## config.mk

```make
export PLATFORM = sky130hd
export DESIGN_NAME = sakebi_fifo_wr_arbiter
export DESIGN_NICKNAME = d
export VERILOG_FILES = /design/src/rtl/sakebi_fifo_wr_arbiter.sv
export SDC_FILE = /design/constraint.sdc
export NUM_CORES = 1
export LEC_CHECK = 0
export BUFFER_PORTS_ARGS = -buffer_cell sky130_fd_sc_hd__buf_2
export CELL_PAD_IN_SITES_DETAIL_PLACEMENT = 1
export CELL_PAD_IN_SITES_GLOBAL_PLACEMENT = 1
export CORE_MARGIN = 3
export CORE_UTILIZATION = 30
export DETAILED_ROUTE_END_ITERATION = 8
export GPL_TIMING_DRIVEN = 0
export PLACE_DENSITY_LB_ADDON = 0.1
export SYNTH_ARGS = -nofsm -noshare
export SYNTH_HDL_FRONTEND = slang
export SYNTH_SLANG_ARGS = --single-unit
```

## constraint.sdc

```tcl
create_clock -name i_clk -period 4.78 [get_ports i_clk]
set_clock_uncertainty 0.2 [all_clocks]
set_input_delay 0.239 -clock i_clk [delete_from_list [all_inputs] [get_ports i_clk]]
set_output_delay 0.239 -clock i_clk [all_outputs]
set_load 0.01 [all_outputs]
```

## src/rtl/sakebi_fifo_wr_arbiter.sv

```systemverilog
// rtl/sakebi_fifo_wr_arbiter.sv - packet-granular round-robin arbiter sharing one FIFO write port
// Grants one requester per packet; packets longer than MAX_BEATS are split and re-arbitrated.
module sakebi_fifo_wr_arbiter #(
   parameter int NUM_REQ    = 4,
   parameter int DATA_WIDTH = 8,
   parameter int MAX_BEATS  = 16
) (
   input  logic                          i_clk,
   input  logic                          i_rstn,
   input  logic [NUM_REQ-1:0]            i_req_valid,
   input  logic [NUM_REQ-1:0]            i_req_last,
   input  logic [NUM_REQ*DATA_WIDTH-1:0] i_req_data,
   output logic [NUM_REQ-1:0]            o_req_ready,
   input  logic                          i_fifo_wr_ready,
   output logic                          o_fifo_wr_en,
   output logic [DATA_WIDTH:0]           o_fifo_wr_data,
   output logic [NUM_REQ-1:0]            o_grant,
   output logic                          o_busy,
   output logic                          o_trunc
);

   localparam int IDX_W = $clog2(NUM_REQ);
   localparam int CNT_W = $clog2(MAX_BEATS);
   localparam logic [CNT_W-1:0] CNT_LAST = CNT_W'(MAX_BEATS - 1);
   localparam logic [IDX_W-1:0] IDX_LAST = IDX_W'(NUM_REQ - 1);
   localparam logic [IDX_W:0]   NUM_W    = (IDX_W+1)'(NUM_REQ);

   typedef enum logic {
      ST_IDLE = 1'b0,
      ST_BUSY = 1'b1
   } state_t;

   state_t           state_q, state_d;
   logic [IDX_W-1:0] owner_q, owner_d;
   logic [IDX_W-1:0] last_owner_q, last_owner_d;
   logic [CNT_W-1:0] count_q, count_d;
   logic             trunc_q, trunc_d;

   logic                  busy;
   logic                  sel_valid;
   logic                  sel_last;
   logic [DATA_WIDTH-1:0] sel_data;
   logic                  trunc_now;
   logic                  beat_acc;
   logic [IDX_W-1:0]      pick_idx;
   logic [IDX_W:0]        cand;

   assign busy = (state_q == ST_BUSY);

   always_comb begin
      sel_valid = 1'b0;
      sel_last  = 1'b0;
      sel_data  = '0;
      o_grant   = '0;
      for (int i = 0; i < NUM_REQ; i++) begin
         if (owner_q == IDX_W'(i)) begin
            sel_valid  = i_req_valid[i];
            sel_last   = i_req_last[i];
            sel_data   = i_req_data[i*DATA_WIDTH +: DATA_WIDTH];
            o_grant[i] = busy;
         end
      end
   end

   // Scan downward so the nearest valid requester after the last owner wins.
   always_comb begin
      pick_idx = '0;
      cand     = '0;
      for (int k = NUM_REQ; k >= 1; k--) begin
         cand = {1'b0, last_owner_q} + (IDX_W+1)'(k);
         if (cand >= NUM_W) begin
            cand = cand - NUM_W;
         end
         if (i_req_valid[cand[IDX_W-1:0]]) begin
            pick_idx = cand[IDX_W-1:0];
         end
      end
   end

   assign trunc_now      = busy & (count_q == CNT_LAST) & ~sel_last;
   assign o_req_ready    = o_grant & {NUM_REQ{i_fifo_wr_ready}};
   assign o_fifo_wr_en   = busy & sel_valid & i_fifo_wr_ready;
   assign o_fifo_wr_data = {sel_last | trunc_now, sel_data};
   assign o_busy         = busy;
   assign o_trunc        = trunc_q;
   assign beat_acc       = o_fifo_wr_en;

   always_comb begin
      state_d      = state_q;
      owner_d      = owner_q;
      last_owner_d = last_owner_q;
      count_d      = count_q;
      trunc_d      = 1'b0;
      case (state_q)
         ST_IDLE: begin
            if (|i_req_valid) begin
               state_d = ST_BUSY;
               owner_d = pick_idx;
               count_d = '0;
            end
         end
         ST_BUSY: begin
            if (beat_acc) begin
               count_d = count_q + 1'b1;
               if (sel_last | trunc_now) begin
                  state_d      = ST_IDLE;
                  last_owner_d = owner_q;
                  trunc_d      = trunc_now;
               end
            end
         end
         default: state_d = ST_IDLE;
      endcase
   end

   always_ff @(posedge i_clk or negedge i_rstn) begin
      if (!i_rstn) begin
         state_q      <= ST_IDLE;
         owner_q      <= '0;
         last_owner_q <= IDX_LAST;
         count_q      <= '0;
         trunc_q      <= 1'b0;
      end else begin
         state_q      <= state_d;
         owner_q      <= owner_d;
         last_owner_q <= last_owner_d;
         count_q      <= count_d;
         trunc_q      <= trunc_d;
      end
   end

endmodule

```

==> impl_results.md <==
- R2R cell count: 5
- Layout cells sized above 1: 0.5674
- Initial antenna violation count: 0
- Minimum hold slack: around 0.15 ns
- Final slew viol count: 0
- Share of the synthesized area in the top cell type: 0.2370
- GRT Util Overall: 0.1633
- Actual slew at the worst max-slew pin: around 0.8 ns
- Ys async rst share: 1.000
- DRT iter0 DRCs: 21
- Cts bufs inserted: 3
- Met2 GRT Util: 0.2871
- Sequential-to-total area share from yosys stat: 0.2993
- Initial Util: 0.3289
- Clk sinks: 10
- Fmax: between 400 and 500 MHz
- WL/cell: around 16 µm
- Clk pin slew, worst setup/hold paths: 0.07 ns
- Reg2reg start: owner_q[1]
- Relative slew slack: 0.4510
- Crit path launch type: flip-flop
- Main area contributors after synthesis: dfrtp_1 24%, mux4_1 16%, mux4_2 11%, mux2i_1 7.1%, dfstp_2 6.2%
- RSZ-0062 raised after global routing: false
- Root Buffer: clkbuf_4
- Cells after DPL: around 170
- GRT busiest layer: met2
- # diodes: 0
- Synth Area per Inst: between 10 and 15 µm²
- Post-layout minimum cycle time: about 2.4 ns
- Met3 Use GR: 0.04575
- Vias: between 800 and 900
- Worst reg-to-reg setup slack: 2.74 ns
- Leakage power figure: 0.6491 nW
- Primary FF master, synth: dfrtp_1
- R2r endpoint: last_owner_q[1]
- Area growth, synth to finish: 46.67%
- Post-synth net total: about 120
- Post-synth EDFFs: 0
- Depth of the CTS H-tree: 1
- Max Fanout on Critical Path: 10
- First-pass detailed-route iteration total: 4
- Post-detail-place hpwl: roughly 2300 µm
- Crit-path slowest cell: mux4_2
- Finished Layout Cells: between 150 and 200
- Crit path cell chain: buf_6, clkbuf_1, mux4_2, buf_2
- Vias per cell: ~5.1
- Fin util: 0.4825
- Arrival @ worst endpoint: ~1.9 ns
- Worst-skew pair later-pin latency: ~0.27 ns
- Max Root-Sink Buffers: 2
- Congestion Overflow GR: 0
- M1 GR Usage: 0.1922
- Die Footprint: around 3500 µm²
- TritonCTS clock tree: yes
- Worst setup margin: 2.398 ns
- I/O pin count: 63
- Worst Setup Path Type: flip-flop to primary output
- Residual DRC count: 0
- WP buf/inv: 3
- Crit share post-route: 0.4984
- Post-synth top area cell: dfrtp_1
- Worst Setup End Kind: primary output
- # Max-Cap Violations: 0
- Site Rows: 18
- Hold Path Class: input port to asynchronous set/reset pin
- Post-Syn Area: 844.6 µm²
- Final setup vio count: 0
- Critical Path RT: 4.34 ns
- Pwr Total: around 0.63 mW
- Family with the most delay on the worst path: buffers and inverters
- Post-route cell area: about 1200 µm²
- Routed Wire Length: roughly 2700 µm
- First-pass GRT wire length: ~4300 µm
- GPL Wtd Cong: approximately 0.71
- Setup TNS: 0 ns
- Vias in the first global route: roughly 900
- Power Dens Cells: approximately 510 nW/µm²
- DIE WIDTH: roughly 59 µm
- Placed standard-cell area: between 1000 and 1500 µm²
- Largest net degree at the start of global routing: 11
- Status: finished, final reports clean
- Port-buffer cells: 62
- Synth Instances: 74
- Place WS: 2.647 ns
- YS warnings: 0
- Core Box Area: 2567 µm²
- Post-route ant nets: 0
- Final nets: between 150 and 200
- CP max stage delay: between 0.5 and 0.6 ns
- Post-CTS Setup Repair Bufs: 0
- Final hold violation count: 0
- Chip height: between 50 and 60 µm
- Peak VDD IR: ~0.0003 V
- Synth unique cells: 29
- Flops & latches, synth: 10
-- logic make-up after synthesis --
family / count (synthesis) / synth area share
mux: 17 / 0.3689
flops: 10 / 0.2993
fa+ha+maj: 1 / 0.01481
buf+inv: 6 / 0.03556
compound gates: 11 / 0.1067
simple gates: 29 / 0.1748
-- power breakdown --
part           internal [mW]  total, mW  leakage (nW)  switching (mW)
Combinational          0.203      0.405         0.504           0.202
Sequential             0.120      0.150         0.124          0.0298
Clock                 0.0463     0.0784        0.0210          0.0321
Total                  0.370      0.633         0.649           0.264
-- worst max path at each step --
stage                    start           endpoint  slack (ns)  cells past startpoint
floorplan           owner_q[0]    last_owner_q[0]        2.92                      5
finish              owner_q[0]  o_fifo_wr_data[4]        2.40                      4
detailed placement  owner_q[0]  o_fifo_wr_data[4]        2.65                      4
global route        owner_q[0]  o_fifo_wr_data[4]        2.22                      4
global placement    owner_q[0]  o_fifo_wr_data[6]        2.69                      4
CTS                 owner_q[0]  o_fifo_wr_data[4]        2.34                      4
-- layout by cell type (no fill, tap or decap), types with 2 or more instances in the layout --
cell       n
buf_2     62
nand2_1   10
dfrtp_1    8
nor2_1     7
mux2i_1    6
mux4_1     5
mux4_2     4
clkbuf_1   3
a21oi_1    3
clkbuf_4   3
inv_1      2
nor3_1     2
nand4_1    2
mux2_4     2
o21ai_0    2
nand2b_1   2
dfstp_2    2
-- metal layers --
metal,wire (µm),share of wire,vias to the layer above
li1,-,-,420
met1,1108,0.41,417
met2,1345,0.49,35
met3,238,0.087,5
met4,30,0.011,0
met5,0,0,-
-- what timing repair did --
action / 4_1_cts / 5_1_grt
resized for setup: 0 / 0
setup endpoints to repair: 0 / 0
hold endpoints to repair: 10 / 0
hold buffers: 1 / 0
-- Yosys cell counts (all sizes together), types with 2 or more instances --
library cell and n:
clkbuf 3, mux2 2, mux2i 6, nor2 7, inv 2, dfstp 2, dfrtp 8, nand2b 3
nor3 2, a21oi 3, o21ai 2, nand4 2, nand2 10, mux4 9
-- flip-flops by register name, summed over array words and instances, names as in the netlist --
register      cells
owner_q           2
count_q           4
last_owner_q      2
o_busy            1
o_trunc           1
-- final cells by class --
type                            count  area, µm²
Clock buffer                        4      36.28
Timing Repair Buffer               63      320.3
Multi-Input combinational cell     58      561.8
Buffer                              4      22.52
Sequential cell                    10      252.7
Inverter                            2      7.507
Fill cell                         329       1329
Tap cell                           30      37.54
(Power assumes the default switching activity.)
